## src/rtl/cpu6_muldiv.sv

```systemverilog
// ============================================================================
// cpu6_muldiv -- iterative RV32M execute unit for the cpu6 EX stage.
//
// Decodes funct3 for MUL/MULH/MULHSU/MULHU/DIV/DIVU/REM/REMU.
// Multiply uses a radix-2 shift-add datapath. Divide uses a restoring datapath.
// Both run on operand magnitudes, and the sign is applied in a single FIX cycle.
//
// Handshake rules (both interfaces):
//   A transfer happens on a rising edge where valid and ready are both high.
//   A request may only be taken in IDLE while flush is low.
//   In DONE, resp_valid stays high and resp_result/resp_rd hold steady until
//   the consumer raises resp_ready. The unit returns to IDLE on that edge.
//   flush aborts any state and discards the result.
//
// Ports:
//   clk, reset          clock, asynchronous active-high reset
//   req_valid/ready     request handshake
//   req_funct3          M-extension funct3
//   req_a, req_b        rs1 / rs2 operands
//   req_rd              destination tag carried to resp_rd
//   flush               abort in-flight operation (branch redirect/exception)
//   resp_valid/ready    response handshake
//   resp_result         result word
//   resp_rd             destination tag of the result
//   busy                state is not IDLE
//   dbg_state_o         current FSM state (IDLE=0, BUSY=1, FIX=2, DONE=3)
//
// Optional build macro: CPU6_MULDIV_EARLYOUT_EN
//   When defined, the unit finishes some requests in one cycle and goes
//   straight to DONE. These requests are divide-by-zero, signed divide
//   overflow, and multiply with a zero operand. Results are the same in
//   both builds.
// ============================================================================
module cpu6_muldiv #(
    parameter int XLEN = 32,
    parameter int RD_W = 5
) (
    input  logic            clk,
    input  logic            reset,
    input  logic            req_valid,
    output logic            req_ready,
    input  logic [2:0]      req_funct3,
    input  logic [XLEN-1:0] req_a,
    input  logic [XLEN-1:0] req_b,
    input  logic [RD_W-1:0] req_rd,
    input  logic            flush,
    output logic            resp_valid,
    input  logic            resp_ready,
    output logic [XLEN-1:0] resp_result,
    output logic [RD_W-1:0] resp_rd,
    output logic            busy,
    output logic [1:0]      dbg_state_o
);

    localparam int CNT_W = $clog2(XLEN);

    localparam logic [2:0] F3_MUL    = 3'b000;
    localparam logic [2:0] F3_MULH   = 3'b001;
    localparam logic [2:0] F3_MULHSU = 3'b010;

    typedef enum logic [1:0] {
        ST_IDLE = 2'd0,
        ST_BUSY = 2'd1,
        ST_FIX  = 2'd2,
        ST_DONE = 2'd3
    } state_t;

    state_t            state_q, state_d;
    logic [CNT_W-1:0]  cnt_q, cnt_d;
    logic [2:0]        f3_q, f3_d;
    logic [RD_W-1:0]   rd_q, rd_d;
    logic              neg_q, neg_d;
    // hi_q: product high half (multiply) or partial remainder (divide).
    // lo_q: multiplier bits shifting out (multiply) or dividend in, quotient
    // out (divide).
    logic [XLEN-1:0]   hi_q, hi_d;
    logic [XLEN-1:0]   lo_q, lo_d;
    logic [XLEN-1:0]   b_q, b_d;
    logic [XLEN-1:0]   result_q, result_d;

    // ------------------------------------------------------------------
    // Request decode: signedness and magnitudes of the incoming operands
    // ------------------------------------------------------------------
    logic            req_is_div;
    logic            req_signed_a, req_signed_b;
    logic            req_sa, req_sb;
    logic [XLEN-1:0] req_a_abs, req_b_abs;
    logic            req_neg;
    logic            req_b_zero;

    assign req_is_div   = req_funct3[2];
    // DIV and REM are the signed divides; MUL counts as unsigned.
    assign req_signed_a = (req_funct3 == F3_MULH) || (req_funct3 == F3_MULHSU) ||
                          (req_is_div && !req_funct3[0]);
    assign req_signed_b = (req_funct3 == F3_MULH) ||
                          (req_is_div && !req_funct3[0]);
    assign req_sa       = req_signed_a & req_a[XLEN-1];
    assign req_sb       = req_signed_b & req_b[XLEN-1];
    assign req_a_abs    = req_sa ? (~req_a + 1'b1) : req_a;
    assign req_b_abs    = req_sb ? (~req_b + 1'b1) : req_b;
    assign req_b_zero   = (req_b == '0);

    // A divide by zero yields all ones as the quotient. The restoring loop
    // already produces all ones for a zero divisor, so the quotient is never
    // negated in that case. The remainder (|a|) takes the sign of a, which
    // gives back a itself.
    always_comb begin
        req_neg = 1'b0;
        if (!req_is_div) begin
            req_neg = req_sa ^ req_sb;
        end else if (req_funct3[1]) begin
            req_neg = req_sa;
        end else begin
            req_neg = (req_sa ^ req_sb) & ~req_b_zero;
        end
    end

`ifdef CPU6_MULDIV_EARLYOUT_EN
    localparam logic [XLEN-1:0] MIN_NEG  = {1'b1, {(XLEN-1){1'b0}}};
    localparam logic [XLEN-1:0] ALL_ONES = '1;

    logic            eo_hit;
    logic [XLEN-1:0] eo_result;
    logic            eo_div0, eo_ovf, eo_mul0;

    assign eo_div0 = req_is_div & req_b_zero;
    assign eo_ovf  = req_is_div & ~req_funct3[0] &
                     (req_a == MIN_NEG) & (req_b == ALL_ONES);
    assign eo_mul0 = ~req_is_div & ((req_a == '0) | req_b_zero);
    assign eo_hit  = eo_div0 | eo_ovf | eo_mul0;

    always_comb begin
        eo_result = '0;
        if (eo_div0) begin
            eo_result = req_funct3[1] ? req_a : ALL_ONES;
        end else if (eo_ovf) begin
            eo_result = req_funct3[1] ? '0 : req_a;
        end
    end
`endif

    // ------------------------------------------------------------------
    // Iteration datapath
    // ------------------------------------------------------------------
    // Multiply step: add the multiplicand if the current multiplier bit is
    // set, then shift the {carry, hi, lo} pair right by one bit.
    logic [XLEN:0]   mul_sum;
    logic [XLEN-1:0] mul_hi_nxt, mul_lo_nxt;

    assign mul_sum    = {1'b0, hi_q} + (lo_q[0] ? {1'b0, b_q} : '0);
    assign mul_hi_nxt = mul_sum[XLEN:1];
    assign mul_lo_nxt = {mul_sum[0], lo_q[XLEN-1:1]};

    // Restoring divide step: shift in the next dividend bit, then subtract
    // the divisor if it fits. Any remainder that survives is below the
    // divisor, so XLEN bits are enough for the difference.
    logic [XLEN:0]   div_shift;
    logic            div_ge;
    logic [XLEN-1:0] div_diff;
    logic [XLEN-1:0] div_hi_nxt, div_lo_nxt;

    assign div_shift  = {hi_q, lo_q[XLEN-1]};
    assign div_ge     = (div_shift >= {1'b0, b_q});
    assign div_diff   = div_shift[XLEN-1:0] - b_q;
    assign div_hi_nxt = div_ge ? div_diff : div_shift[XLEN-1:0];
    assign div_lo_nxt = {lo_q[XLEN-2:0], div_ge};

    // FIX-cycle sign correction and half selection.
    logic [2*XLEN-1:0] prod_raw, prod_fix;
    logic [XLEN-1:0]   div_raw, div_fix;
    logic [XLEN-1:0]   fix_result;

    assign prod_raw = {hi_q, lo_q};
    assign prod_fix = neg_q ? (~prod_raw + 1'b1) : prod_raw;
    assign div_raw  = f3_q[1] ? hi_q : lo_q;
    assign div_fix  = neg_q ? (~div_raw + 1'b1) : div_raw;

    always_comb begin
        fix_result = '0;
        if (f3_q[2]) begin
            fix_result = div_fix;
        end else if (f3_q == F3_MUL) begin
            fix_result = prod_fix[XLEN-1:0];
        end else begin
            fix_result = prod_fix[2*XLEN-1:XLEN];
        end
    end

    // ------------------------------------------------------------------
    // Control FSM: next-state and register updates
    // ------------------------------------------------------------------
    always_comb begin
        state_d  = state_q;
        cnt_d    = cnt_q;
        f3_d     = f3_q;
        rd_d     = rd_q;
        neg_d    = neg_q;
        hi_d     = hi_q;
        lo_d     = lo_q;
        b_d      = b_q;
        result_d = result_q;

        case (state_q)
            ST_IDLE: begin
                if (req_valid && req_ready) begin
                    f3_d    = req_funct3;
                    rd_d    = req_rd;
                    neg_d   = req_neg;
                    hi_d    = '0;
                    lo_d    = req_a_abs;
                    b_d     = req_b_abs;
                    cnt_d   = CNT_W'(XLEN - 1);
                    state_d = ST_BUSY;
`ifdef CPU6_MULDIV_EARLYOUT_EN
                    if (eo_hit) begin
                        result_d = eo_result;
                        state_d  = ST_DONE;
                    end
`endif
                end
            end
            ST_BUSY: begin
                if (f3_q[2]) begin
                    hi_d = div_hi_nxt;
                    lo_d = div_lo_nxt;
                end else begin
                    hi_d = mul_hi_nxt;
                    lo_d = mul_lo_nxt;
                end
                if (cnt_q == '0) begin
                    state_d = ST_FIX;
                end else begin
                    cnt_d = cnt_q - 1'b1;
                end
            end
            ST_FIX: begin
                result_d = fix_result;
                state_d  = ST_DONE;
            end
            ST_DONE: begin
                if (resp_ready) begin
                    state_d = ST_IDLE;
                end
            end
            default: state_d = ST_IDLE;
        endcase

        // A redirect or exception overrides everything, including a
        // response being consumed in the same cycle.
        if (flush) begin
            state_d = ST_IDLE;
        end
    end

    always_ff @(posedge clk or posedge reset) begin
        if (reset) begin
            state_q  <= ST_IDLE;
            cnt_q    <= '0;
            f3_q     <= '0;
            rd_q     <= '0;
            neg_q    <= 1'b0;
            hi_q     <= '0;
            lo_q     <= '0;
            b_q      <= '0;
            result_q <= '0;
        end else begin
            state_q  <= state_d;
            cnt_q    <= cnt_d;
            f3_q     <= f3_d;
            rd_q     <= rd_d;
            neg_q    <= neg_d;
            hi_q     <= hi_d;
            lo_q     <= lo_d;
            b_q      <= b_d;
            result_q <= result_d;
        end
    end

    // ------------------------------------------------------------------
    // Outputs
    // ------------------------------------------------------------------
    assign req_ready   = (state_q == ST_IDLE) && !flush;
    assign resp_valid  = (state_q == ST_DONE);
    assign resp_result = result_q;
    assign resp_rd     = rd_q;
    assign busy        = (state_q != ST_IDLE);
    assign dbg_state_o = state_q;

endmodule

```

## config.mk

```make
export PLATFORM = sky130hd
export DESIGN_NAME = cpu6_muldiv
export DESIGN_NICKNAME = d
export VERILOG_FILES = /design/src/rtl/cpu6_muldiv.sv
export SDC_FILE = /design/constraint.sdc
export NUM_CORES = 1
export LEC_CHECK = 0
export BUFFER_PORTS_ARGS = -buffer_cell sky130_fd_sc_hd__buf_2
export CAP_MARGIN = 40
export CORE_MARGIN = 1
export CORE_UTILIZATION = 30
export CTS_BUF_LIST = sky130_fd_sc_hd__clkbuf_2
export DETAILED_ROUTE_END_ITERATION = 6
export GPL_ROUTABILITY_DRIVEN = 0
export SYNTH_ARGS = -nofsm -noshare
export SYNTH_HDL_FRONTEND = slang
export SYNTH_SLANG_ARGS = --single-unit
```

## constraint.sdc

```tcl
create_clock -name clk -period 5.8 [get_ports clk]
set_input_delay 1.16 -clock clk [delete_from_list [all_inputs] [get_ports clk]]
set_output_delay 1.16 -clock clk [all_outputs]
set_load 0.005 [all_outputs]
```

==> impl_metrics.ini, run 1 <==
[min_path]
min_path_type = in2async

[logic_synthesis]
synth_compound_area_share_pct = 26.7
synthXorXnorAreaFrac_pct = 10.6
synth_top_family_by_area = compound AO/OA/AOI/OAI gates
synth_fa_ha_area_share_pct = 6.50
yosysWarnings = 0
netlist_instances = 1983
seq_area_frac_synth_pct = 23.9
ys_ff_latch = 144
syn_avg_cell_area_um2 = 7.59
syn-num-nets = 2137
synth-async-reset-ratio_pct = 100
synth_top_area_cell = dfrtp_1
synth_area_leaders = dfrtp_1, o21ai_0, ha_1
synth.most_common_cell = nand2_1
synth_edf_count = 0
ys.flop_type = dfrtp_1
muxShareOfSynthArea_pct = 6.15
synthSimpleGateAreaFrac_pct = 20.4
ys_types = 78
synth_area_um2 = 15100
synthTopCellsByCount = nand2_1, o21ai_0, nor2_1
synth_top_area_share_pct = 23.9

[drt]
drcViolationCount = 0
wire_per_inst_um = 19.8
vias = 15300
drtIter0Drc = 1742
ant_nets = 0
drt_pre_antenna_iters = 6
viasPerCell = 5.73
routed_wl_um = 52900

[timing]
max_freq_mhz = 239
tightest_slew_ns = 0.904
final-setup-viol-count = 0
period_share_pct = 72.1
fin_setup_tns_ns = 0
period_needed_ns = 4.18
drv_slew = 0
slew_headroom_pct = 38.2
rsz0062_at_grt = no
finalHoldViolations = 0
fin_worst_skew_ns = 0.0377

[global_routing]
grt_pass1_vias = 14600
grt_usage_pct = 20.5
grt_max_degree = 90
antenna_found_initial = 2
gr-total-overflow = 0
grt_pass1_wl_um = 82400

[floorplanning]
die_h_um = 226
core.rowCount = 81
core_um2 = 49300
fp.dieW_um = 226
initial_utilization_pct = 30.6
ios = 119
die-area_um2 = 51100

[worst_setup_path]
ff2ff_setup_slack_ns = 1.62
setup.worst_path.start_class = flip-flop
r2r_start = lo_q[0]$_DFFE_PP0P_
r2r_end = resp_result[28]$_DFFE_PP0N_
worstSetupEndpointType = flip-flop
rr_worst_depth = 10
required_ns = 6.59
critPathMaxFanout = 31
path_class = reg2reg
crit_arrival_ns = 4.97

[clock_tree]
cts-root-buf = clkbuf_2
numCtsBuffers = 17
cts_hold_buf = 0
post-cts-setup-buffer-count = 0
cts_sinks = 144
ctsResizeCount = 0
clockBufferDepth = 2
htree_levels = 4
cts_tree = built
clk_pin_slew_ns = 0.25
worstSkewPairLatency_ns = 0.87

[power]
powerDensity_nw_per_um2 = 611
ir_drop_v = 0.000546
power_leakage_nw = 6.99

[run]
drv_cap = 0

[placed_design]
io_buffer_count = 118
dp_hpwl_um = 40300

[outcome]
status = finished, final reports clean

[cells_and_area]
area_delta_synth_final_pct = 9.02
nets = 2150
utilization_pct = 33.3
drive_above_1_share_pct = 11.1
per-layer routing:
metal | vias up | GRT usage, % | wire (um)
met5 | - | 0 | 0
li1 | 7239 | - | -
met1 | 7304 | 27.5 | 23300
met2 | 688 | 32.4 | 23700
met4 | 0 | 8.72 | 1940
met3 | 111 | 3.45 | 3900
flip-flops by register name, summed over array words and instances (netlist names):
register     cells
b_q             32
f3_q             3
dbg_state_o      2
resp_result     32
lo_q            32
neg_q            1
resp_rd          5
cnt_q            5
hi_q            32
cell type report:
type	count	area (um2)
diodes	3	7.51
clock buffers	20	100
multi-input cells	1614	10600
repair buffers	144	822
well taps	664	831
clock inverters	12	158
flip-flops and latches	144	3610
fillers	5256	32800
inverters	75	287
cells by family after synthesis:
family,after synthesis
buffers and inverters,225
AO/OA/AOI/OAI,622
AND/OR/NAND/NOR,642
multiplexers,91
XOR/XNOR,182
adder cells (fa/ha/maj),77
flip-flops,144
per-stage QoR:
step / hold slack [ns] / power, mW / std cells / worst slack (ns) / area [um2]
global route: 0.279 / 10.8 / 2676 / 1.28 / 16400
finish: 0.305 / 10.0 / 2676 / 1.62 / 16400
detailed placement: 0.471 / 9.18 / 2641 / 1.53 / 16100
global placement: 0.466 / 9.05 / 2635 / 1.59 / 16100
CTS: 0.257 / 9.89 / 2673 / 1.65 / 16400
floorplan: 0.449 / 7.17 / 1983 / 0.774 / 15100
power by group:
part / internal, mW / switching, mW
registers: 1.44 / 0.910
logic: 2.71 / 4.28
clock network: 0.250 / 0.435
total: 4.40 / 5.63
worst max-delay path, stage by stage, from the launching register on:
cell and delay (ns):
dfrtp_1 0.52, inv_1 0.09, buf_4 0.32, ha_1 0.27, or4b_2 0.63, or3_1 0.68, or4_1 0.68, o41ai_1 0.35
xor2_1 0.19, a222oi_1 0.10, mux2_2 0.29
cell usage in the layout, fill, tap and decap left out, types with 8 or more instances in the layout:
| cell | n |
|---|---|
| a211oi_1 | 19 |
| a21o_1 | 27 |
| a21oi_1 | 133 |
| a221o_1 | 13 |
| a31o_2 | 8 |
| a31oi_1 | 24 |
| and2_1 | 12 |
| and3_1 | 15 |
| buf_2 | 118 |
| buf_4 | 21 |
| clkbuf_2 | 20 |
| dfrtp_1 | 141 |
| ha_1 | 74 |
| inv_1 | 73 |
| mux2_2 | 12 |
| mux2i_1 | 79 |
| nand2_1 | 229 |
| nand2b_1 | 21 |
| nand3_1 | 28 |
| nand4_1 | 17 |
| nor2_1 | 156 |
| nor2b_1 | 12 |
| nor3_1 | 44 |
| nor3b_1 | 9 |
| nor4_1 | 25 |
| o211ai_1 | 26 |
| o21a_1 | 10 |
| o21ai_0 | 199 |
| o221ai_1 | 13 |
| o31ai_1 | 40 |
| o41ai_1 | 19 |
| or2_2 | 12 |
| or3_1 | 19 |
| or4_1 | 18 |
| xnor2_1 | 100 |
| xor2_1 | 82 |
worst max-delay path by stage:
stage / startpoint / to / slack, ns
floorplan: reset / b_q[0]$_DFFE_PP0P_ / 0.77
global placement: req_b[5] / b_q[30]$_DFFE_PP0P_ / 1.59
detailed placement: req_b[5] / b_q[30]$_DFFE_PP0P_ / 1.53
CTS: lo_q[0]$_DFFE_PP0P_ / resp_result[28]$_DFFE_PP0N_ / 1.65
global route: hi_q[1]$_DFFE_PP0P_ / hi_q[15]$_DFFE_PP0P_ / 1.28
finish: lo_q[0]$_DFFE_PP0P_ / resp_result[28]$_DFFE_PP0N_ / 1.62
Note: power is estimated with default switching activity, not from simulation.
==> run 2: changes to the inputs <==
==> constraint.sdc (replaced) <==
create_clock -name clk -period 3.65 [get_ports clk]
set_input_delay 0.73 -clock clk [delete_from_list [all_inputs] [get_ports clk]]
set_output_delay 0.73 -clock clk [all_outputs]
set_load 0.005 [all_outputs]
==> impl_metrics.ini, run 2 (same netlist as run 1, synthesis figures left out) <==
[outcome]
status = complete, but fails checks
violations = design-rule violations, negative hold slack

[global_routing]
grt_pass1_wl_um = 83500
grt_max_degree = 145
grt_usage_pct = 21.0
gr-total-overflow = 0
antenna_found_initial = 1
grt_pass1_vias = 14900

[clock_tree]
numCtsBuffers = 17
worstSkewPairLatency_ns = 0.90
cts_sinks = 144
htree_levels = 4
clockBufferDepth = 2
cts-root-buf = clkbuf_2
cts_tree = built
clk_pin_slew_ns = 0.25

[worst_setup_path]
path_class = reg2reg
worstSetupEndpointType = flip-flop
rr_worst_depth = 9
required_ns = 4.47
critPathMaxFanout = 17
crit_arrival_ns = 4.40
ff2ff_setup_slack_ns = 0.07
setup.worst_path.start_class = flip-flop

[power]
power_leakage_nw = 7.52
ir_drop_v = 0.000557
p_total_mw = 16.8
powerDensity_nw_per_um2 = 976

[timing]
tightest_slew_ns = 0.893
slew_headroom_pct = 40.5
fin_setup_tns_ns = 0
period_needed_ns = 3.58
setup_slack_ns = 0.0653
final-setup-viol-count = 0
whs_ns = -0.00893
period_share_pct = 98.2
finalHoldViolations = 10
fin_worst_skew_ns = 0.0429
max_freq_mhz = 279
drv_slew = 0

[floorplanning]
ios = 119
die-area_um2 = 51100
initial_utilization_pct = 30.6
die_h_um = 226
core.rowCount = 81
fp.dieW_um = 226
core_um2 = 49300

[cells_and_area]
utilization_pct = 35.0
instances_no_fill = 2770
final_common_cell = nand2_1
final_cell_mix = nand2_1, o21ai_0, nor2_1
finalInstanceArea_um2 = 17200
drive_above_1_share_pct = 15.1
nets = 2245
area_delta_synth_final_pct = 14.5

[placed_design]
placed_area_um2 = 16900
dp_hpwl_um = 41500
place_ws_ns = 0.117
io_buffer_count = 118
place_inst = 2730

[drt]
drcViolationCount = 4
wire_per_inst_um = 19.5
drtIter0Drc = 1525
vias = 15700
ant_nets = 0
viasPerCell = 5.67
routed_wl_um = 54100
drt_pre_antenna_iters = 7

[min_path]
min_path_type = in2async

[run]
drv_cap = 0
[run 2: where the power goes]
group	total [mW]	switching (mW)	internal, mW	leakage [nW]
registers	3.09	0.805	2.29	1.80
logic	12.6	7.64	4.93	5.54
clock network	1.18	0.712	0.466	0.175
total	16.8	9.15	7.69	7.52
[run 2: worst max-delay path, cell delays in order (launching register included)]
cell and delay (ns):
dfrtp_1 0.44, or4_4 0.58, or4_1 0.43, or4_1 0.44
buf_4 0.22, or4_4 0.54, o21ai_1 0.20, xor2_1 0.22
a222oi_1 0.14, mux2_2 0.30
[run 2: worst paths after layout]
path | start | endpoint
max | lo_q[25]$_DFFE_PP0P_ | resp_result[28]$_DFFE_PP0N_
min | reset | hi_q[26]$_DFFE_PP0P_
max reg2reg | lo_q[25]$_DFFE_PP0P_ | resp_result[28]$_DFFE_PP0N_
min reg2reg | resp_result[21]$_DFFE_PP0N_ | resp_result[21]$_DFFE_PP0N_
max in group asynchronous | reset | f3_q[2]$_DFFE_PP0P_
min in group clk | req_rd[1] | resp_rd[1]$_DFFE_PP0P_
[run 2: layer usage]
metal	global-route usage [%]	vias to the layer above	routed length (um)
met5	0	-	0
met4	10.3	0	2360
met3	3.04	135	3760
met2	32.6	704	23800
met1	28.5	7425	24200
li1	-	7443	-
[run 2: layout make-up]
class,instances,area [um2]
fillers,5265,32000
multi-input cells,1614,10600
flip-flops and latches,144,3610
repair buffers,239,1600
well taps,664,831
inverters,75,285
clock inverters,15,208
clock buffers,17,85.1
diodes,2,5.00
[run 2: timing repair]
| action | in CTS | in global routing |
|---|---|---|
| endpoints found under the setup margin | 0 | 4 |
| hold endpoints to repair | 5 | 1 |
| resized for setup | 0 | 6 |
| hold buffers | 4 | 1 |
| setup buffers | 0 | 1 |
